--- config.mk ---
export PLATFORM = sky130hd
export DESIGN_NAME = halt_sched_flat
export DESIGN_NICKNAME = d
export VERILOG_FILES = /design/src/rtl/halt_sched_if.sv /design/src/rtl/halt_sched.sv /design/src/flat_wrapper.sv
export SDC_FILE = /design/constraint.sdc
export NUM_CORES = 1
export LEC_CHECK = 0
export BUFFER_PORTS_ARGS = -buffer_cell sky130_fd_sc_hd__buf_4
export CAP_MARGIN = 0
export CORE_MARGIN = 2
export CORE_UTILIZATION = 45
export DETAILED_ROUTE_END_ITERATION = 16
export HOLD_SLACK_MARGIN = 0.03
export PLACE_DENSITY = 0.66
export SKIP_CTS_REPAIR_TIMING = 1
export SLEW_MARGIN = 40
export SYNTH_ARGS = -nofsm -noshare
export SYNTH_HDL_FRONTEND = slang
export SYNTH_SLANG_ARGS = --single-unit
--- constraint.sdc ---
create_clock -name clk -period 3.2 [get_ports clk]
set_clock_uncertainty 0.15 [all_clocks]
set_input_delay 0.16 -clock clk [delete_from_list [all_inputs] [get_ports clk]]
set_output_delay 0.16 -clock clk [all_outputs]
set_load 0.02 [all_outputs]
--- src/rtl/halt_sched_if.sv ---
// rtl/halt_sched_if.sv - requester/counter signal bundle for the debug-halt scheduler
interface halt_sched_if #(
    parameter int NUM_REQ = 2,
    parameter int STEP_W  = 8
);
    logic               dbg_mode;
    logic [NUM_REQ-1:0] req;
    logic [NUM_REQ-1:0] step_req;
    logic [STEP_W-1:0]  step_len;
    logic               halt_en;
    logic [NUM_REQ-1:0] grant;
    logic [NUM_REQ-1:0] halt_ack;
    logic               step_done;
    logic               busy;

    modport master (
        output dbg_mode, req, step_req, step_len,
        input  halt_en, grant, halt_ack, step_done, busy
    );

    modport slave (
        input  dbg_mode, req, step_req, step_len,
        output halt_en, grant, halt_ack, step_done, busy
    );
endinterface

--- src/rtl/halt_sched.sv ---
// rtl/halt_sched.sv - round-robin debug-halt scheduler with drain delay and single-step
module halt_sched #(
    parameter int NUM_REQ   = 2,
    parameter int DRAIN_CYC = 2,
    parameter int STEP_W    = 8
) (
    input  logic        clk,
    input  logic        rst_n,
    halt_sched_if.slave bus
);
    localparam int PTR_W = $clog2(NUM_REQ);

    typedef enum logic [1:0] {IDLE, DRAIN, HALTED, STEP} state_e;

    state_e             state_q, state_d;
    logic [PTR_W-1:0]   ptr_q, ptr_d;
    logic [3:0]         drain_q, drain_d;
    logic [STEP_W-1:0]  step_cnt_q, step_cnt_d;
    logic               step_flag_q, step_flag_d;
    logic               halt_en_q, halt_en_d;
    logic [NUM_REQ-1:0] grant_q, grant_d;
    logic [NUM_REQ-1:0] ack_q, ack_d;
    logic               step_done_q, step_done_d;

    logic owner_req;
    logic owner_step;
    int   win;
    int   nxt;

    // Closest set bit at or above start, wrapping; lowest rotated distance wins.
    function automatic int pick(input logic [NUM_REQ-1:0] r, input int start);
        int best_d;
        int d;
        pick   = 0;
        best_d = NUM_REQ;
        for (int j = 0; j < NUM_REQ; j++) begin
            d = j - start;
            if (d < 0) d = d + NUM_REQ;
            if (r[j] && d < best_d) begin
                best_d = d;
                pick   = j;
            end
        end
    endfunction

    assign owner_req  = |(bus.req & grant_q);
    assign owner_step = |(bus.step_req & grant_q);

    always_ff @(posedge clk) begin
        if (!rst_n) begin
            state_q     <= IDLE;
            ptr_q       <= '0;
            drain_q     <= '0;
            step_cnt_q  <= '0;
            step_flag_q <= 1'b0;
            halt_en_q   <= 1'b0;
            grant_q     <= '0;
            ack_q       <= '0;
            step_done_q <= 1'b0;
        end else begin
            state_q     <= state_d;
            ptr_q       <= ptr_d;
            drain_q     <= drain_d;
            step_cnt_q  <= step_cnt_d;
            step_flag_q <= step_flag_d;
            halt_en_q   <= halt_en_d;
            grant_q     <= grant_d;
            ack_q       <= ack_d;
            step_done_q <= step_done_d;
        end
    end

    always_comb begin
        state_d     = state_q;
        ptr_d       = ptr_q;
        drain_d     = drain_q;
        step_cnt_d  = step_cnt_q;
        step_flag_d = step_flag_q;
        halt_en_d   = halt_en_q;
        grant_d     = grant_q;
        ack_d       = ack_q;
        step_done_d = 1'b0;
        win         = pick(bus.req, int'(ptr_q));
        nxt         = (win + 1 == NUM_REQ) ? 0 : win + 1;

        if (state_q == IDLE) begin
            if (bus.dbg_mode && (bus.req != '0)) begin
                grant_d   = NUM_REQ'(1) << win;
                ptr_d     = PTR_W'(nxt);
                halt_en_d = 1'b1;
                drain_d   = 4'(DRAIN_CYC - 1);
                state_d   = DRAIN;
            end
        end else if (!bus.dbg_mode || !owner_req) begin
            // Abort (and plain release from HALTED) dominates every other transition.
            state_d     = IDLE;
            halt_en_d   = 1'b0;
            grant_d     = '0;
            ack_d       = '0;
            step_flag_d = 1'b0;
        end else begin
            case (state_q)
                DRAIN: begin
                    if (drain_q == '0) begin
                        state_d     = HALTED;
                        ack_d       = grant_q;
                        step_done_d = step_flag_q;
                        step_flag_d = 1'b0;
                    end else begin
                        drain_d = drain_q - 4'd1;
                    end
                end
                HALTED: begin
                    if (owner_step && (bus.step_len != '0)) begin
                        state_d     = STEP;
                        halt_en_d   = 1'b0;
                        ack_d       = '0;
                        step_cnt_d  = bus.step_len - STEP_W'(1);
                        step_flag_d = 1'b1;
                    end
                end
                STEP: begin
                    if (step_cnt_q == '0) begin
                        state_d   = DRAIN;
                        halt_en_d = 1'b1;
                        drain_d   = 4'(DRAIN_CYC - 1);
                    end else begin
                        step_cnt_d = step_cnt_q - STEP_W'(1);
                    end
                end
                default: state_d = IDLE;
            endcase
        end
    end

    always_comb begin
        bus.halt_en   = halt_en_q;
        bus.grant     = grant_q;
        bus.halt_ack  = ack_q;
        bus.step_done = step_done_q;
        bus.busy      = (state_q != IDLE);
    end
endmodule

--- src/flat_wrapper.sv ---
// flat-port wrapper written by rule: the top's interface ports become plain ports
module halt_sched_flat 
#(
    parameter int NUM_REQ   = 2,
    parameter int DRAIN_CYC = 2,
    parameter int STEP_W    = 8
)
  (clk, rst_n, bus_dbg_mode, bus_req, bus_step_req, bus_step_len, bus_halt_en, bus_grant, bus_halt_ack, bus_step_done, bus_busy);
  halt_sched_if #(.NUM_REQ(NUM_REQ), .STEP_W(STEP_W)) bus_i ();
  input  logic clk;
  input  logic rst_n;
  input wire logic [$bits(bus_i.dbg_mode)-1:0] bus_dbg_mode;
  input wire logic [$bits(bus_i.req)-1:0] bus_req;
  input wire logic [$bits(bus_i.step_req)-1:0] bus_step_req;
  input wire logic [$bits(bus_i.step_len)-1:0] bus_step_len;
  output wire logic [$bits(bus_i.halt_en)-1:0] bus_halt_en;
  output wire logic [$bits(bus_i.grant)-1:0] bus_grant;
  output wire logic [$bits(bus_i.halt_ack)-1:0] bus_halt_ack;
  output wire logic [$bits(bus_i.step_done)-1:0] bus_step_done;
  output wire logic [$bits(bus_i.busy)-1:0] bus_busy;
  assign bus_i.dbg_mode = bus_dbg_mode;
  assign bus_i.req = bus_req;
  assign bus_i.step_req = bus_step_req;
  assign bus_i.step_len = bus_step_len;
  assign bus_halt_en = bus_i.halt_en;
  assign bus_grant = bus_i.grant;
  assign bus_halt_ack = bus_i.halt_ack;
  assign bus_step_done = bus_i.step_done;
  assign bus_busy = bus_i.busy;
  halt_sched #(.NUM_REQ(NUM_REQ), .DRAIN_CYC(DRAIN_CYC), .STEP_W(STEP_W)) u_core (.clk(clk), .rst_n(rst_n), .bus(bus_i));
endmodule
## Word level (Yosys, flattened, before mapping)

Cells that the tools add are included.

- Register bits: 22
- Input bits: 15
- Output and inout bits: 7

- Add/subtract/negate cells: 8
- $lt $le $gt $ge: 4
- Equal/unequal tests: 15
- Shifts and indexed selects: 1
- Muxes and demuxes: 38
- Bitwise gates (word level): 7
- Reductions and logical operators: 28

Operators by type and width:

| operator | number |
|---|---|
| $mux W32 | 3 |
| $add A32 B3 Y32 const B | 2 |
| $lt A32 B1 Y1 const B | 2 |
| $lt A32 B3 Y1 const B | 1 |
| $lt A32 B32 Y1 | 1 |
| $mux W2 | 12 |
| $mux W4 | 5 |
| $mux W8 | 2 |
| $pmux W8 S2 | 1 |
| $sub A8 B1 Y8 const B | 2 |
| $ne A4 B1 Y1 const B | 3 |
| $reduce_and A4 Y1 | 3 |
| $mux W1 | 10 |
| $reduce_and A5 Y1 | 2 |
| $ne A3 B1 Y1 const B | 3 |
| $logic_not A8 Y1 | 1 |
| $pmux W4 S2 | 1 |
| $reduce_bool A2 Y1 | 4 |
| $reduce_bool A8 Y1 | 1 |
| $eq A2 B2 Y1 const B | 3 |
| $pmux W2 S3 | 1 |
| $reduce_bool A3 Y1 | 2 |
| $not A1 Y1 | 5 |
| $reduce_or A5 Y1 | 1 |
| 19 further kinds | 30 |

## Depth between registers and ports, before layout

Gate-level depths: netlist of run 1.

- Depth in word-level cells: 12
- Mapped depth: 9
- Gate-level depth less buffers: 7

## Least setup slack after synthesis of run 1

Ideal clock, no wire load.

- Path kind: register -> register
- From: register u_core.state_q[0]
- To: register u_core.step_cnt_q[4]
- Library setup time: 0.086 ns
- Arrival: 2.075 ns
- Data required time: 2.964 ns
- Setup slack: 0.890 ns
- Stages on the path, launching flop included: 10
- Buffers on the path: 2
- Period minus slack after synthesis: 2.310 ns
- Path through: dfxtp_1 ha_1 buf_2 buf_1 mux2i_1 ha_1 nand3b_1 xnor2_1 mux2i_1 a211oi_1

- Longest elaborated chain between the ends: 3
- Elaborated cells on any way between the ends: 9
- Classes of those cells: 4 x eq/ne; 1 x mux; 1 x bitwise; 3 x reduce/logical

RTL lines:

| item | RTL line | text |
|---|---|---|
| from (decl) | halt_sched.sv:15 | `state_e state_q, state_d;` |
| from (signal assigned) | halt_sched.sv:61 | `state_q <= state_d;` |
| $eq A2 B2 Y1 or $logic_not A2 Y1 (tied branches) | halt_sched.sv:102, halt_sched.sv:86 |  |
| $ne A2 B2 Y1 (no line), or another cell as far along | - |  |
| $reduce_and A5 Y1 (no line) | - |  |
| to (signal assigned) | halt_sched.sv:64 | `step_cnt_q <= step_cnt_d;` |
| to (decl) | halt_sched.sv:18 | `logic [STEP_W-1:0] step_cnt_q, step_cnt_d;` |

Several ways; a longest one is shown, not always the timed one.
A chain may end at the register's enable or synchronous reset.

## Worst setup path after layout of run 1

Ends and elaborated chain as after synthesis.

==> results by group, run 1 <==
Routing
  • Antenna Violating Nets Remaining: 0
  • Per-cell routed wire length: 15.1 microns
  • DRT iter0 DRCs: 92
  • Via Count: 1398
  • DRC: 0
  • First drt pass iteration count: 4
  • Vias per cell: 5.83
  • Drt total wl: between 3 and 4 mm

Setup path
  • Crit path largest cell delay: between 0.7 and 0.8 ns
  • Worst setup path class: reg -> reg
  • CP Data Required Time: between 3 and 4 ns
  • CP Cell Sequence: ha_1, mux2i_1, ha_1, nand3b_1, xnor2_1, mux2i_1, a211oi_1
  • Critical path's slowest cell: ha_1
  • CP Buf/Inv Count: 0
  • Worst path arrival time: between 2 and 3 ns
  • Worst path top cell family by delay: adder cells
  • Startpoint types: register
  • CP Max Fanout: 18
  • Register-to-Register Setup Slack: 0.58 ns
  • Endpoint class of the critical path: register

Pwr
  • LEAKAGE: between 0.0006 and 0.0007 uW
  • Power Density: 394 nW/um^2
  • Max VDD drop: roughly 0.23 mV

Logic synthesis
  • Post-synth top flop: dfxtp_1
  • Mux contribution to synthesized area: under 10%
  • Count leader, synth: dfxtp_1
  • Syn nets: between 150 and 200
  • Post-synthesis sequential area ratio: between 30 and 40%
  • Mapped Avg Cell Area: about 8.3 sq um
  • Synth top area share: between 30% and 40%
  • Ys async rst share: 0%
  • Main area contributors after synthesis: dfxtp_1 (31%), ha_1 (6.1%), a21oi_1 (5.2%), mux2i_1 (4.2%), nand3_1 (3.8%)
  • Post-synthesis instance total: between 150 and 200
  • Adder-cell area share of the yosys netlist: slightly above 6%
  • Post-Synth Simple-Gate Area: between 20% and 30%
  • Synth Area in Compound Gates: 28.9%
  • Yosys warnings: 0
  • Yosys top cell by area: dfxtp_1
  • Commonest cells in the netlist: dfxtp_1 (22), a21oi_1 (15), nand3_1 (11), o21ai_0 (11)
  • Mapped cell area: 1440 sq um
  • Post-Synth XOR/XNOR Area: between 3 and 4%
  • FF+latch count, synth: 22
  • Main combinational cell family by area after synthesis: compound AO/OA/AOI/OAI gates
  • Post-synth EDFFs: 0
  • Yosys cell types: 50

Place
  • Dpl ws: roughly 0.65 ns
  • Global placer's final weighted congestion: about 0.86
  • I/O Buffers: 21
  • Placed cell count: ~230
  • Hpwl dp: 2.62 mm
  • Placed Area: 1630 sq um

Floorplanning
  • FP Rows: 20
  • Die Y: approximately 60 microns
  • Die W: around 60 microns
  • Area of the core: a little over 3000 sq um
  • Die area: roughly 3700 sq um
  • Initial Utilization: between 40% and 50%
  • Boundary Pins: 22

Global route
  • First-pass GRT wire length: roughly 6.1 mm
  • Initial antenna violation count: 0
  • GRT Util Overall: roughly 22%
  • Total grt overflow: 0
  • Vias in the first global route: 1318
  • Largest net degree at the start of global routing: 19

Clocking
  • CTS tree: yes
  • Num Clock Sinks: 22
  • CTS max path bufs: 2
  • Clock Latency Late Sink: between 0.3 and 0.4 ns
  • CTS H-Tree Depth: 1
  • Root buf cell: clkbuf_4
  • TritonCTS buffer count: 3
  • Reg clk slew, reported paths: roughly 0.14 ns

Timing
  • Worst slew margin: roughly 46%
  • Fmax: approximately 380 MHz
  • Slew @ Worst Pin: just over 0.8 ns
  • Min Tclk post-route: 2.62 ns
  • Final count of pins violating max slew: 0
  • Setup WS post-layout: 0.579 ns
  • # setup viols final: 0
  • Unrepaired setup endpoints after global routing: false
  • Final period utilization: 81.9%
  • Setup TNS: 0 ns
  • Hold Fails Final Rpt: 0

Layout
  • Post-Layout Cell Count: 240
  • Nets: around 220
  • Area Growth Syn to Fin: 19.3%
  • # diodes: 0
  • Share of cells above drive strength 1: between 10% and 20%
  • Post-route cell area: around 1700 sq um

Hold path
  • Worst Hold Class: in -> reg

Outcome
  • Outcome: finished, final reports clean

Job
  • Max cap viols: 0
==> through the flow <==
| stage | total power [uW] | hold slack, ns | util [%] |
|---|---|---|---|
| after global placement | 450 | 0.301 | 53.4 |
| final | 675 | 0.0256 | 56.1 |
| after floorplan | 402 | 0.172 | - |
| after global routing | 707 | 0.0647 | 56.1 |
| after CTS | 671 | -0.0139 | 55.2 |
| after detailed placement | 452 | 0.300 | 53.4 |
==> state kept, by name, summed over array words and instances (netlist names), 2 cells and up <==
register and cells:
u_core.bus.grant 2, u_core.drain_q 4, u_core.state_q 2, u_core.bus.halt_ack 2, u_core.step_cnt_q 8
==> layout by cell type, fill, tap and decap left out, types with 2 or more instances in the layout <==
cell type,n
buf_4,22
dfxtp_1,22
a21oi_1,15
o21ai_0,11
nand3_1,11
inv_1,10
nand2_1,10
nor2_1,9
ha_1,7
mux2i_1,6
nor3_1,6
a211oi_1,5
o211ai_1,5
xnor2_1,4
nand2b_1,3
clkbuf_4,3
dlygate4sd3_1,3
a22o_1,2
o31a_1,2
or3_1,2
a31oi_1,2
o21a_1,2
a211o_1,2
or4_1,2
nand4_1,2
xor2_1,2
nand3b_1,2
==> tightest hold or removal path, delay by kind of cell <==
kind            cells  cell delay [ns]
mux                 1             0.08
buf+inv             1             0.08
simple gates        1             0.08
compound gates      1             0.05
==> logic make-up after synthesis <==
| group | count (synthesis) |
|---|---|
| xor gates and xnor gates | 6 |
| and+or+nand+nor | 57 |
| buffers and inverters | 16 |
| adders and majority gates | 7 |
| AOI/OAI and AO/OA | 58 |
| DFF | 22 |
| muxes | 7 |
==> per-layer routing <==
metal | global-route usage [%] | routed length [microns] | vias to the layer above
li1 | - | - | 700
met1 | 31.5 | 1800 | 670
met3 | 3.62 | 109 | 5
met5 | 0 | 0 | -
met4 | 8.07 | 42 | 0
met2 | 33.2 | 1660 | 23
==> power by group <==
group          internal [uW]  switching (uW)
Combinational           68.5            86.4
Clock                    127            96.3
Sequential               286            11.4
==> final timing paths <==
kind	endpoint	depth (start not counted)	start
max	u_core.step_cnt_q[4]$_SDFFE_PN0P_	7	u_core.state_q[0]$_SDFFE_PN0P_
min	u_core.step_cnt_q[0]$_SDFFE_PN0P_	4	bus_step_len[0]
max reg2reg	u_core.step_cnt_q[4]$_SDFFE_PN0P_	7	u_core.state_q[0]$_SDFFE_PN0P_
min reg2reg	u_core.ptr_q$_SDFFE_PN0P_	2	u_core.ptr_q$_SDFFE_PN0P_
==> cell type report <==
type | instances | area [sq um]
Tap cell | 44 | 55.1
Multi-Input combinational cell | 135 | 933
Timing Repair Buffer | 25 | 195
Clock inverter | 1 | 30.0
Sequential cell | 22 | 440
Inverter | 10 | 37.5
Clock buffer | 3 | 22.5
Fill cell | 294 | 1340
Power figures use the tool's default switching activity.
==> run 2, diff against run 1 <==
--- a/config.mk
+++ b/config.mk
@@ -11,7 +11,7 @@
 export CORE_UTILIZATION = 45
 export DETAILED_ROUTE_END_ITERATION = 16
 export HOLD_SLACK_MARGIN = 0.03
-export PLACE_DENSITY = 0.66
+export PLACE_DENSITY = 0.68
 export SKIP_CTS_REPAIR_TIMING = 1
 export SLEW_MARGIN = 40
 export SYNTH_ARGS = -nofsm -noshare
==> constraint.sdc (replaced) <==
create_clock -name clk -period 2.3 [get_ports clk]
set_clock_uncertainty 0.15 [all_clocks]
set_input_delay 0.115 -clock clk [delete_from_list [all_inputs] [get_ports clk]]
set_output_delay 0.115 -clock clk [all_outputs]
set_load 0.02 [all_outputs]
==> run 2 against run 1 <==
Power grew 34%. Sequential share of layout area shrank 2.8 points. Global-route usage grew 0.39 points. First-iteration DRC count shrank 17%. Sequential power grew 40%. Critical path depth shrank 1. Sequential cell count is the same. Register-to-register slack lost 0.49 ns. Die area is the same. Non-clock buffer count grew 19. Worst hold slack lost 0.020 ns. Critical endpoint is now u_core.drain_q[1]$_SDFFE_PN0P_. Largest cell class unchanged. Largest power group unchanged.
==> results by group, run 2 (synthesis results as in run 1) <==
Routing
  • Via Count: 1485 (was 1398)
  • Per-cell routed wire length: 15.1 microns (about the same)
  • DRT iter0 DRCs: 76 (was 92)
  • Vias per cell: 5.73 (was 5.83)
  • Drt total wl: 3.90 mm (was 3.62 mm)
  • DRC: 0 (unchanged)
  • Antenna Violating Nets Remaining: 0 (unchanged)
  • First drt pass iteration count: 4 (unchanged)

Timing
  • Final count of pins violating max slew: 0 (unchanged)
  • Min Tclk post-route: 2.21 ns (was 2.62 ns)
  • Hold Fails Final Rpt: 0 (unchanged)
  • Final period utilization: 96.0% (was 81.9%)
  • # setup viols final: 0 (unchanged)
  • Worst slew margin: 66.0% (was 46.0%)
  • Fmax: 453 MHz (was 382 MHz)
  • Slew @ Worst Pin: 0.509 ns (was 0.810 ns)

Layout
  • Largest registers: u_core.step_cnt_q: 8 flops, u_core.drain_q: 4 flops (unchanged)
  • Area occupied by registers: 443 sq um (was 440 sq um)
  • Share of cells above drive strength 1: 30.2% (was 16.3%)
  • Largest Register: u_core.step_cnt_q (unchanged)
  • FILL cells: 265 (was 294)
  • # diodes: 0 (unchanged)
  • Post-Layout Cell Count: 259 (was 240)
  • Leading cell types in the layout, fill and taps excluded: buf_4 (39), dfxtp_1 (20), a21oi_1 (14) (was buf_4 (22), dfxtp_1 (22), a21oi_1 (15))
  • Largest register FFs: 8 (unchanged)
  • Commonest non-fill, non-tap cell in the layout: buf_4
  • Area Growth Syn to Fin: 34.8% (was 19.3%)
  • Multi-input logic area: 1010 sq um (was 933 sq um)
  • Final core occ: 63.4% (was 56.1%)
  • Nets: 238 (was 219)

Global route
  • Total grt overflow: 0 (unchanged)
  • Initial antenna violation count: 0 (unchanged)
  • First-pass GRT wire length: 6.24 mm (was 6.05 mm)
  • Met3 Track Usage GR: 2.99% (was 3.62%)
  • Met1 Use GR: 27.8% (was 31.5%)
  • Vias in the first global route: 1412 (was 1318)
  • GRT Util Overall: 22.3% (was 21.9%)
  • Largest net degree at the start of global routing: 15 (was 19)
  • Layer with the highest usage: met2 (unchanged)
  • Met2 usage: 40.2% (was 33.2%)

Pwr
  • Reg power frac: 46.2% (was 44.0%)
  • Max VDD drop: 0.329 mV (was 0.234 mV)
  • Internal power: 625 uW (was 481 uW)
  • LEAKAGE: 0.000742 uW (was 0.000645 uW)
  • Power share of the combinational group: 29.6% (was 22.9%)
  • Tot Pwr: 903 uW (was 675 uW)
  • Clock power frac: 24.2% (was 33.0%)
  • Switching power: 278 uW (was 194 uW)
  • Power Density: 466 nW/um^2 (was 394 nW/um^2)
  • Sw Ratio: 30.8% (was 28.8%)

Setup path
  • Endpoint class of the critical path: register (unchanged)
  • Worst path top cell family by delay: simple AND/OR/NAND/NOR gates (was adder cells)
  • Startpoint types: register (unchanged)
  • CP Buf/Inv Count: 1 (was 0)
  • CP Data Required Time: 2.41 ns (was 3.29 ns)
  • Worst setup path class: reg -> reg (unchanged)
  • CP Cell Sequence: or3_4, o41ai_4, buf_4, a31oi_2, or4_4, a21oi_2 (was ha_1, mux2i_1, ha_1, nand3b_1, xnor2_1, mux2i_1, a211oi_1)
  • Worst path arrival time: 2.32 ns (was 2.71 ns)
  • Critical path's slowest cell: or4_4 (was ha_1)
  • CP Max Fanout: 5 (was 18)
  • Crit path largest cell delay: 0.43 ns (was 0.73 ns)

Clocking
  • Reg clk slew, reported paths: 0.13 ns (was 0.14 ns)
  • Num Clock Sinks: 22 (unchanged)
  • Root buf cell: clkbuf_4 (unchanged)
  • CTS H-Tree Depth: 1 (unchanged)
  • CTS max path bufs: 2 (unchanged)
  • TritonCTS buffer count: 3 (unchanged)
  • Clock Latency Late Sink: 0.32 ns (about the same)
  • CTS tree: yes (unchanged)

Job
  • Max cap viols: 0 (unchanged)

Place
  • Hpwl dp: 2.83 mm (was 2.62 mm)
  • Global placer's final weighted congestion: 0.899 (was 0.859)
  • I/O Buffers: 21 (unchanged)
  • Placed cell count: 248 (was 233)

Hold path
  • Worst Hold Class: in -> reg (unchanged)

Floorplanning
  • Boundary Pins: 22 (unchanged)
  • Die area: 3660 sq um (unchanged)
  • Area of the core: 3050 sq um (unchanged)
  • Die Y: 60.5 microns (unchanged)
  • FP Rows: 20 (unchanged)
  • Die W: 60.5 microns (unchanged)
  • Initial Utilization: 47.0% (unchanged)

Outcome
  • Outcome: finished, final reports clean (unchanged)
-- run 2: cell types whose count changed in the layout (fill, tap and decap cells not counted), sizes merged --
cell,previous run,this run
buf,22,40
clkbuf,3,4
bufinv,1,0
dlygate4sd3,3,4
-- run 2: worst min-delay path, delay by kind of cell --
family | cells | cell delay, ns
simple gates | 1 | 0.08
mux | 1 | 0.09
compound gates | 1 | 0.06
buf+inv | 1 | 0.09
-- run 2: area by class of cell --
type | instances | area share, %
inverter | 10 | 1.94
timing repair buffer | 44 | 18.2
tap | 44 | 2.84
clock buffer | 4 | 1.87
sequential | 22 | 22.9
multi-input combinational | 135 | 52.3
-- run 2: through the flow --
stage	cell area (sq um)	hold WS, ns	setup TNS (ns)	worst slack, ns
after floorplan	1440	0.127	0	0.135
after global placement	1760	0.284	0	0.0819
after detailed placement	1760	0.291	-0.218	-0.0886
after CTS	1790	-0.0515	-0.374	-0.113
after global routing	1940	0.0467	-0.0229	-0.0229
final	1940	0.00576	0	0.0915
-- run 2: final timing paths --
check	startpoint	end	slack [ns]	cells past startpoint
worst max-delay path	u_core.step_cnt_q[2]$_SDFFE_PN0P_	u_core.drain_q[1]$_SDFFE_PN0P_	0.09	6
worst min-delay path	bus_step_len[0]	u_core.step_cnt_q[0]$_SDFFE_PN0P_	0.006	4
worst max register to register	u_core.step_cnt_q[2]$_SDFFE_PN0P_	u_core.drain_q[1]$_SDFFE_PN0P_	0.09	6
worst min register to register	u_core.step_flag_q$_SDFFE_PN0P_	u_core.bus.step_done$_SDFF_PP0_	0.31	2
-- run 2: layer usage --
layer | vias to the layer above | share of wire (%)
met5 | - | 0
met3 | 5 | 3.3
met1 | 706 | 46
met4 | 0 | 1.0
met2 | 37 | 50
li1 | 737 | -
-- run 2: power groups by stage --
| stage | Clock (uW) | Combinational (uW) | Sequential (uW) |
|---|---|---|---|
| 6_report | 219 | 267 | 417 |
| 5_1_grt | 237 | 291 | 419 |
| 4_1_cts | 220 | 239 | 412 |
| 3_5_place_dp | 0 | 236 | 420 |
| 3_3_place_gp | 0 | 232 | 419 |
| 2_1_floorplan | 0 | 135 | 425 |
